$ cat config.mk
export PLATFORM = sky130hd
export DESIGN_NAME = ara_vruntime_monitor
export DESIGN_NICKNAME = d
export VERILOG_FILES = /design/src/rtl/ara_perf_pkg.sv /design/src/rtl/ara_perf_counter.sv /design/src/rtl/ara_vruntime_monitor.sv
export SDC_FILE = /design/constraint.sdc
export NUM_CORES = 1
export LEC_CHECK = 0
export CAP_MARGIN = 20
export CELL_PAD_IN_SITES_DETAIL_PLACEMENT = 1
export CELL_PAD_IN_SITES_GLOBAL_PLACEMENT = 1
export CORE_MARGIN = 2
export CORE_UTILIZATION = 40
export CTS_BUF_LIST = sky130_fd_sc_hd__clkbuf_2 sky130_fd_sc_hd__clkbuf_4 sky130_fd_sc_hd__clkbuf_8
export DETAILED_ROUTE_END_ITERATION = 8
export GPL_TIMING_DRIVEN = 0
export PLACE_DENSITY = 0.7
export SLEW_MARGIN = 20
export SYNTH_ARGS = -nofsm -noshare
export SYNTH_HDL_FRONTEND = slang
export SYNTH_SLANG_ARGS = --single-unit
export TNS_END_PERCENT = 5
$ cat constraint.sdc
create_clock -name clk_i -period 26 [get_ports clk_i]
set_input_delay 6.5 -clock clk_i [delete_from_list [all_inputs] [get_ports clk_i]]
set_output_delay 6.5 -clock clk_i [all_outputs]
set_load 0.05 [all_outputs]
$ cat src/rtl/ara_perf_pkg.sv
// Shared types and encodings for the Ara vector-runtime performance monitor.
package ara_perf_pkg;

  typedef enum logic [1:0] {
    IDLE  = 2'd0,
    RUN   = 2'd1,
    DRAIN = 2'd2
  } perf_state_e;

  // Status word layout: snapshot count in the low bits, overflow flags above it
  // (runtime overflow first, then one flag per event channel).
  localparam int unsigned StatusSnapLsb = 0;

  function automatic int unsigned status_ovf_lsb(input int unsigned snap_w);
    return snap_w;
  endfunction

  // Read-select encoding: runtime buffer, event buffers, then the status word.
  function automatic int unsigned sel_runtime();
    return 0;
  endfunction

  function automatic int unsigned sel_event(input int unsigned k);
    return k + 1;
  endfunction

  function automatic int unsigned sel_status(input int unsigned nr_events);
    return nr_events + 1;
  endfunction

endpackage

$ cat src/rtl/ara_perf_counter.sv
// Single performance counter with optional saturation and a sticky overflow flag.
module ara_perf_counter #(
  parameter int unsigned CntWidth = 64,
  parameter logic        Saturate = 1'b0
) (
  input  logic                clk_i,
  input  logic                rst_i,
  input  logic                clear_i,
  input  logic                en_i,
  output logic [CntWidth-1:0] cnt_o,
  output logic                ovf_o
);

  logic [CntWidth-1:0] cnt_q;
  logic                ovf_q;

  // Count enabled cycles; at all-ones either hold or wrap, and latch the overflow.
  always_ff @(posedge clk_i or posedge rst_i) begin
    if (rst_i) begin
      cnt_q <= '0;
      ovf_q <= 1'b0;
    end else if (clear_i) begin
      cnt_q <= '0;
      ovf_q <= 1'b0;
    end else if (en_i) begin
      if (&cnt_q) begin
        ovf_q <= 1'b1;
        if (!Saturate) cnt_q <= '0;
      end else begin
        cnt_q <= cnt_q + CntWidth'(1);
      end
    end
  end

  assign cnt_o = cnt_q;
  assign ovf_o = ovf_q;

endmodule

$ cat src/rtl/ara_vruntime_monitor.sv
// Vector-runtime and event monitor: counts cycles and events between the first
// dispatched vector instruction and Ara going idle, snapshots the counters at
// every idle point and exposes the snapshots through a registered read port.
module ara_vruntime_monitor
  import ara_perf_pkg::*;
#(
  parameter int unsigned NrEvents     = 3,
  parameter int unsigned CntWidth     = 64,
  parameter logic        Saturate     = 1'b0,
  parameter int unsigned SnapCntWidth = 16,
  localparam int unsigned NrCnt       = NrEvents + 1,
  localparam int unsigned SelWidth    = $clog2(NrEvents + 2)
) (
  input  logic                clk_i,
  input  logic                rst_i,
  input  logic                sw_en_i,
  input  logic                vinsn_valid_i,
  input  logic                ara_idle_i,
  input  logic [NrEvents-1:0] event_i,
  input  logic                clear_i,
  input  logic                rd_req_i,
  input  logic [SelWidth-1:0] rd_sel_i,
  output logic                rd_valid_o,
  output logic [CntWidth-1:0] rd_data_o,
  output logic                counting_o,
  output logic                snapshot_o
);

  localparam int unsigned StatusW = SnapCntWidth + NrCnt;
  localparam int unsigned OvfLsb  = status_ovf_lsb(SnapCntWidth);

  perf_state_e                    state_q, state_d;
  logic                           counting_q;
  logic [NrCnt-1:0][CntWidth-1:0] cnt, buf_q;
  logic [NrCnt-1:0]               cnt_en, ovf;
  logic                           pending_q, snap_cond, do_snap, snapshot_q;
  logic [SnapCntWidth-1:0]        snap_cnt_q;
  logic [StatusW-1:0]             status;
  logic [CntWidth-1:0]            status_word;
  logic [NrCnt:0][CntWidth-1:0]   rd_chain;
  logic                           rd_valid_q;
  logic [CntWidth-1:0]            rd_data_q;

  // A clear in the same cycle as an idle point wins and drops the snapshot.
  assign snap_cond = pending_q & ara_idle_i & ~vinsn_valid_i;
  assign do_snap   = snap_cond & ~clear_i;

  // Window state register and registered counting flag.
  always_ff @(posedge clk_i or posedge rst_i) begin
    if (rst_i) begin
      state_q    <= IDLE;
      counting_q <= 1'b0;
    end else begin
      state_q    <= state_d;
      counting_q <= (state_d != IDLE);
    end
  end

  // Window transitions: open on an enabled dispatch, drain until Ara is idle.
  always_comb begin
    state_d = state_q;
    if (clear_i) begin
      state_d = IDLE;
    end else begin
      case (state_q)
        IDLE:    if (vinsn_valid_i && sw_en_i) state_d = RUN;
        RUN:     if (!sw_en_i) state_d = ara_idle_i ? IDLE : DRAIN;
        DRAIN: begin
          if (sw_en_i)         state_d = RUN;
          else if (ara_idle_i) state_d = IDLE;
        end
        default: state_d = IDLE;
      endcase
    end
  end

  // Counter 0 is the runtime counter, counter k+1 tracks event channel k.
  assign cnt_en[0] = counting_q;
  for (genvar g = 0; g < NrEvents; g++) begin : g_ev_en
    assign cnt_en[g+1] = counting_q & event_i[g];
  end

  for (genvar g = 0; g < NrCnt; g++) begin : g_cnt
    ara_perf_counter #(
      .CntWidth(CntWidth),
      .Saturate(Saturate)
    ) u_cnt (
      .clk_i  (clk_i),
      .rst_i  (rst_i),
      .clear_i(clear_i),
      .en_i   (cnt_en[g]),
      .cnt_o  (cnt[g]),
      .ovf_o  (ovf[g])
    );

    if (g == 0) begin : g_rt_sel
      assign rd_chain[g+1] = rd_chain[g] |
          ((rd_sel_i == SelWidth'(sel_runtime())) ? buf_q[g] : '0);
    end else begin : g_ev_sel
      assign rd_chain[g+1] = rd_chain[g] |
          ((rd_sel_i == SelWidth'(sel_event(g - 1))) ? buf_q[g] : '0);
    end
  end

  // Pending dispatch tracking, snapshot buffers and snapshot count.
  always_ff @(posedge clk_i or posedge rst_i) begin
    if (rst_i) begin
      pending_q  <= 1'b0;
      snapshot_q <= 1'b0;
      snap_cnt_q <= '0;
      buf_q      <= '0;
    end else if (clear_i) begin
      pending_q  <= 1'b0;
      snapshot_q <= 1'b0;
      snap_cnt_q <= '0;
      buf_q      <= '0;
    end else begin
      snapshot_q <= do_snap;
      if (vinsn_valid_i)  pending_q <= 1'b1;
      else if (snap_cond) pending_q <= 1'b0;
      if (do_snap) begin
        buf_q <= cnt;
        if (!(&snap_cnt_q)) snap_cnt_q <= snap_cnt_q + SnapCntWidth'(1);
      end
    end
  end

  assign status[StatusSnapLsb +: SnapCntWidth] = snap_cnt_q;
  assign status[OvfLsb +: NrCnt]               = ovf;

  if (StatusW >= CntWidth) begin : g_status_trunc
    assign status_word = status[CntWidth-1:0];
  end else begin : g_status_pad
    assign status_word = {{(CntWidth - StatusW){1'b0}}, status};
  end

  // Unmatched selects fall through the OR chain as zero.
  assign rd_chain[0] = (rd_sel_i == SelWidth'(sel_status(NrEvents))) ? status_word : '0;

  // Registered read port; data holds between reads.
  always_ff @(posedge clk_i or posedge rst_i) begin
    if (rst_i) begin
      rd_valid_q <= 1'b0;
      rd_data_q  <= '0;
    end else begin
      rd_valid_q <= rd_req_i;
      if (rd_req_i) rd_data_q <= rd_chain[NrCnt];
    end
  end

  assign rd_valid_o = rd_valid_q;
  assign rd_data_o  = rd_data_q;
  assign counting_o = counting_q;
  assign snapshot_o = snapshot_q;

endmodule

==> results of run 1 <==
worst max path at each step:
| stage | from | to | slack (ps) | depth (start not counted) |
|---|---|---|---|---|
| 3_5_place_dp | clear_i | g_cnt[0].u_cnt.cnt_o[49] | 15780 | 9 |
| 5_1_grt | clear_i | g_cnt[0].u_cnt.cnt_o[49] | 16250 | 9 |
| 2_1_floorplan | rst_i | buf_q[0] | 2650 | 1 |
| 6_report | clear_i | g_cnt[0].u_cnt.cnt_o[49] | 16340 | 9 |
| 3_3_place_gp | rst_i | g_cnt[3].u_cnt.cnt_o[25] | -4300 | 2 |
| 4_1_cts | clear_i | g_cnt[0].u_cnt.cnt_o[49] | 16520 | 9 |
per-stage QoR:
step	setup TNS, ps	hold WS, ps	util, %	cell area, sq um
finish	0	503	46.7	31900
CTS	0	509	46.6	31900
floorplan	0	457	-	27600
global placement	-2523980	483	43.1	29500
global route	0	516	46.7	31900
detailed placement	0	491	43.4	29700
power by group through the flow:
| stage | sequential (W) | clock (W) | combinational (W) |
|---|---|---|---|
| finish | 0.000952 | 0.000923 | 0.000114 |
| global route | 0.000952 | 0.000984 | 0.000123 |
| CTS | 0.000952 | 0.000940 | 0.000116 |
| detailed placement | 0.000969 | 0 | 0.000116 |
| global placement | 0.000970 | 0 | 0.000109 |
| floorplan | 0.000985 | 0 | 0.0000513 |
kinds of logic after synthesis:
| family | Yosys count | share of synthesized area [%] |
|---|---|---|
| simple gates | 1025 | 18.1 |
| flops | 602 | 54.5 |
| compound gates | 485 | 13.0 |
| buf+inv | 232 | 3.24 |
| xor+xnor | 224 | 7.10 |
| mux | 65 | 3.75 |
| fa+ha+maj | 5 | 0.226 |
cells in the mapped netlist (all sizes together), types with 35 or more instances:
cell type  instances
clkbuf           128
nor2             384
a21oi            120
nor3              79
nand4             71
nand3            126
inv               69
nor4              60
xnor2            150
dfrtp            602
xor2              74
and3              46
nand2            135
a22o             257
buf               35
state kept, by name, summed over array words and instances (netlist names), 2 cells and up:
register           cells
rd_data_o             64
g_cnt.u_cnt.cnt_o    256
state_q                2
buf_q                256
snap_cnt_q            16
g_cnt.u_cnt.ovf_o      4
layout make-up:
cell class                 count  area (sq um)  area share (%)
clock inverter                10          77.6           0.243
antenna                        1          2.50         0.00783
timing repair buffer          86           978            3.06
inverter                      69           267           0.834
buffer                       163           636            1.99
multi-input combinational   1804         11700            36.6
sequential                   602         15100            47.2
tap                          882          1100            3.45
clock buffer                 175          2130            6.68
critical path, stage by stage:
cell	delay (ps)
clkdlybuf4s50_1	690
buf_2	420
nor2_1	250
nor4_1	1040
nand3_1	420
clkbuf_1	370
nor3_1	320
xnor2_1	160
nor2_1	60
routing by layer:
metal | track usage (%) | share of wire, % | wire length (um)
met5 | 0 | 0 | 0
met4 | 10.0 | 3.4 | 3190
met3 | 4.89 | 6.0 | 5660
met2 | 42.7 | 47 | 44200
met1 | 37.3 | 44 | 41900
==> results_dict.tcl, run 1 <==
set metrics [dict create \
    status "finished, final reports clean" \
    peakVddDrop_mv 0.0353 \
    rr_endpoint "g_cnt[3].u_cnt.cnt_o[24]" \
    ys_async_sr_fraction_pct 100 \
    grt_pass1_vias 23100 \
    clock_sinks 602 \
    switching_power_w 0.000497 \
    via_count 22300 \
    grt_use_total_pct 27.1 \
    wl_per_cell_um 25.0 \
    area_growth_pct 15.7 \
    cts_tree "done" \
    postSynthCellCount 2638 \
    cts_buffer_depth 3 \
    cp_max_fo 10 \
    port-buffer-count 78 \
    num_rows 96 \
    crit_type "in -> reg" \
    rsz0062_at_grt "false" \
    synth_fp_nets 2656 \
    slew-limit-headroom_pct 16.9 \
    drive_above_1_share_pct 9.28 \
    worst_slew_pin_slew_ps 1250 \
    initial_core_util_pct 40.3 \
    finalSetupViolCount 0 \
    htree_levels 3 \
    crit_required_ps 26580 \
    syn_area_per_cell_sq_um 10.5 \
    reg2reg_depth 9 \
    gp_congestion 0.945 \
    layout_commonest_cell "dfrtp_1" \
    ys_seq_area_share_pct 54.5 \
    viasPerCell 5.87 \
    grt_pass1_wl_um 145000 \
    clock_latency_ps 720 \
    coreArea_sq_um 68500 \
    pwr-share-seq_pct 47.9 \
    yosysTopAreaCell "dfrtp_1" \
    cts_resized 0 \
    cts_setup_buffers 0 \
    rrSetupSlack_ps 22410 \
    min_delay_path_depth 1 \
    clockPowerShare_pct 46.4 \
    hp-class "reg -> reg" \
    nFillCells 7528 \
    grt-ovfl-total 0 \
    worstSetupStartpointType "primary input" \
    rr_startpoint "g_cnt[3].u_cnt.cnt_o[21]" \
    path_clk_slew_ps 60 \
    drt_iter0_markers 1537 \
    skew_ps 36.2 \
    ys.flop_type "dfrtp_1" \
    cts-root-buf "clkbuf_8" \
    antenna_found_initial 1 \
    die_h_um 267 \
    ant_nets 0 \
    hold_buffers 0 \
    dp.cells 3606 \
    hpwl_um 71200 \
    wirelength_um 94900 \
    p_leak_nw 13.3 \
    final_nets 2850 \
    synth_seq_cells 602 \
    holdCritStartpoint "buf_q[49]" \
    worstHoldEndpoint "buf_q[49]" \
    cp.arrival_ps 10240 \
    pre_cts_ws_ps 15780 \
    intPower_w 0.00149 \
    maxSlewViolCount 0 \
    dieArea_sq_um 71200 \
    critPathCaptureType "register" \
    synth_top_area_share_pct 54.5 \
    power.density_nw_per_um2 62.3 \
    fin_ws_ps 16340 \
    ys_types 65 \
    dr.pass1.iters 5 \
    cts_buffers 106 \
    yosys_warnings 0 \
    grt_max_degree 108 \
    synth_edf_count 0 \
    synth_area_sq_um 27600 \
    cap_violations 0 \
    power.share.combinational_pct 5.7 \
    mostFrequentLayoutCells "dfrtp_1, nor2_1, a22o_1" \
    finalCritPeriodShare_pct 37.2 \
    die_w_um 267 \
    drcViolationCount 0 \
    fmax_mhz 104 \
    post_layout_nonfiller_instances 3792 \
    hold_violations 0 \
    fin_crit_ps 9660 \
    io_pins 80 \
    yosys-top-cells-area "dfrtp_1, a22o_1, nor2_1" \
    netSwitchingFraction_pct 25.0 \
    p_total_w 0.00199 \
]
No activity file was read; power rests on OpenSTA's default activity.
==> run 2: changes to the inputs <==
clock period = 9.2 ns   (was 26 ns; I/O delays follow)
==> results_dict.tcl, run 2 (same netlist as run 1, synthesis figures left out) <==
set metrics [dict create \
    worstSetupStartpointType "primary input" \
    viasPerCell 5.83 \
    cp_top_family "simple AND/OR/NAND/NOR gates" \
    critPathCaptureType "register" \
    cts_setup_buffers 0 \
    hold_ws_ps 498 \
    hold_violations 0 \
    hold_buffers 0 \
    slew-limit-headroom_pct 20.7 \
    cp_max_fo 10 \
    area_growth_pct 16.4 \
    cts_resized 0 \
    hpwl_um 72900 \
    grt_pass1_wl_um 147000 \
    grt_pass1_vias 23500 \
    cts_buffers 106 \
    gp_congestion 0.935 \
    layout_commonest_cell "dfrtp_1" \
    num_rows 96 \
    dr.pass1.iters 5 \
    drive_above_1_share_pct 9.75 \
    cts_tree "done" \
    drcViolationCount 0 \
    maxSlewViolCount 0 \
    p_total_w 0.00561 \
    slowest_delay_ps 1050 \
    skew_ps 34.1 \
    crit_required_ps 9770 \
    mostFrequentLayoutCells "dfrtp_1, nor2_1, a22o_1" \
    grt_max_degree 36 \
    multi_input_comb_area_sq_um 11700 \
    cts_buffer_depth 3 \
    drt_iter0_markers 1590 \
    finalSetupViolCount 0 \
    port-buffer-count 78 \
    cp_slowest_cell "nor4_1" \
    clock_sinks 602 \
    initial_core_util_pct 40.3 \
    post-route-util_pct 47.0 \
    ant_nets 0 \
    nFillCells 7519 \
    worst_slew_pin_slew_ps 1180 \
    path_clk_slew_ps 50 \
    cap_violations 0 \
    antenna_found_initial 2 \
    fin_crit_ps 5490 \
    peakVddDrop_mv 0.103 \
    wl_per_cell_um 25.1 \
    power.density_nw_per_um2 174 \
    hp-class "reg -> reg" \
    rsz0062_at_grt "false" \
    htree_levels 3 \
    cpMostUsedCell "nor2_1" \
    clock_latency_ps 720 \
    post_layout_nonfiller_instances 3807 \
    seqCellArea_sq_um 15100 \
    die_w_um 267 \
    grt_use_total_pct 27.4 \
    fin_tns_setup_ps 0 \
    crit_type "in -> reg" \
    dp.cells 3619 \
    cp.arrival_ps 6060 \
    finalCritPeriodShare_pct 59.6 \
    dieArea_sq_um 71200 \
    cts-root-buf "clkbuf_8" \
    coreArea_sq_um 68500 \
    fmax_mhz 182 \
    status "finished, final reports clean" \
    via_count 22200 \
    final_nets 2863 \
    die_h_um 267 \
    cp_num_buf_inv 3 \
    cp_cell_sequence "clkdlybuf4s50_1 -> buf_2 -> nor2_1 -> nor4_1 -> nand3_1 -> clkbuf_1 -> nor3_1 -> xnor2_1 -> nor2_1" \
    io_pins 80 \
    wirelength_um 95500 \
    grt-ovfl-total 0 \
    p_leak_nw 13.4 \
]
[run 2: cell types whose count changed in the layout (fill, tap and decap cells not counted)]
cell | previous run | this run
nor4_4 | 1 | 0
inv_8 | 1 | 0
clkinv_2 | 8 | 13
inv_6 | 0 | 1
clkbuf_4 | 44 | 38
buf_16 | 7 | 2
buf_12 | 0 | 18
bufinv_16 | 1 | 0
nor4_2 | 2 | 3
clkbuf_8 | 131 | 135
[run 2: final timing paths]
kind	start	endpoint	slack (ps)	cells past startpoint
setup / recovery	clear_i	g_cnt[0].u_cnt.cnt_o[39]	3710	9
hold / removal	buf_q[159]	buf_q[159]	500	1
setup reg to reg	g_cnt[3].u_cnt.cnt_o[21]	g_cnt[3].u_cnt.cnt_o[23]	5280	9
hold reg to reg	buf_q[159]	buf_q[159]	500	1
max in group asynchronous	rst_i	g_cnt[3].u_cnt.cnt_o[22]	5390	8
min in group asynchronous	rst_i	g_cnt[1].u_cnt.cnt_o[2]	1970	2
[run 2: layout make-up]
class	instances	share of cell area, %
sequential	602	46.8
multi-input combinational	1804	36.3
clock buffer	173	6.66
timing repair buffer	99	3.73
tap	882	3.43
buffer	163	1.98
inverter	69	0.817
clock inverter	14	0.230
antenna	1	0.00778
[run 2: metal layers]
metal,up-vias,wire (um),track usage [%]
met2,592,44000,43.2
li1,9893,-,-
met4,0,4000,12.1
met5,-,0,0
met3,177,4770,3.98
met1,11500,42600,37.7
[run 2: where the power goes]
part / switching, W / leakage [nW] / total, W / internal [W]
combinational: 0.000252 / 3.88 / 0.000335 / 0.0000829
sequential: 0.0000204 / 8.34 / 0.00269 / 0.00267
clock: 0.00113 / 1.20 / 0.00259 / 0.00146
total: 0.00140 / 13.4 / 0.00561 / 0.00421
[run 2: stage by stage]
step	cell area (sq um)	worst slack [ps]
after CTS	32200	3850
final	32200	3710
after detailed placement	29900	3100
after global routing	32200	3610
after global placement	29500	-5120
after floorplan	27600	-1310
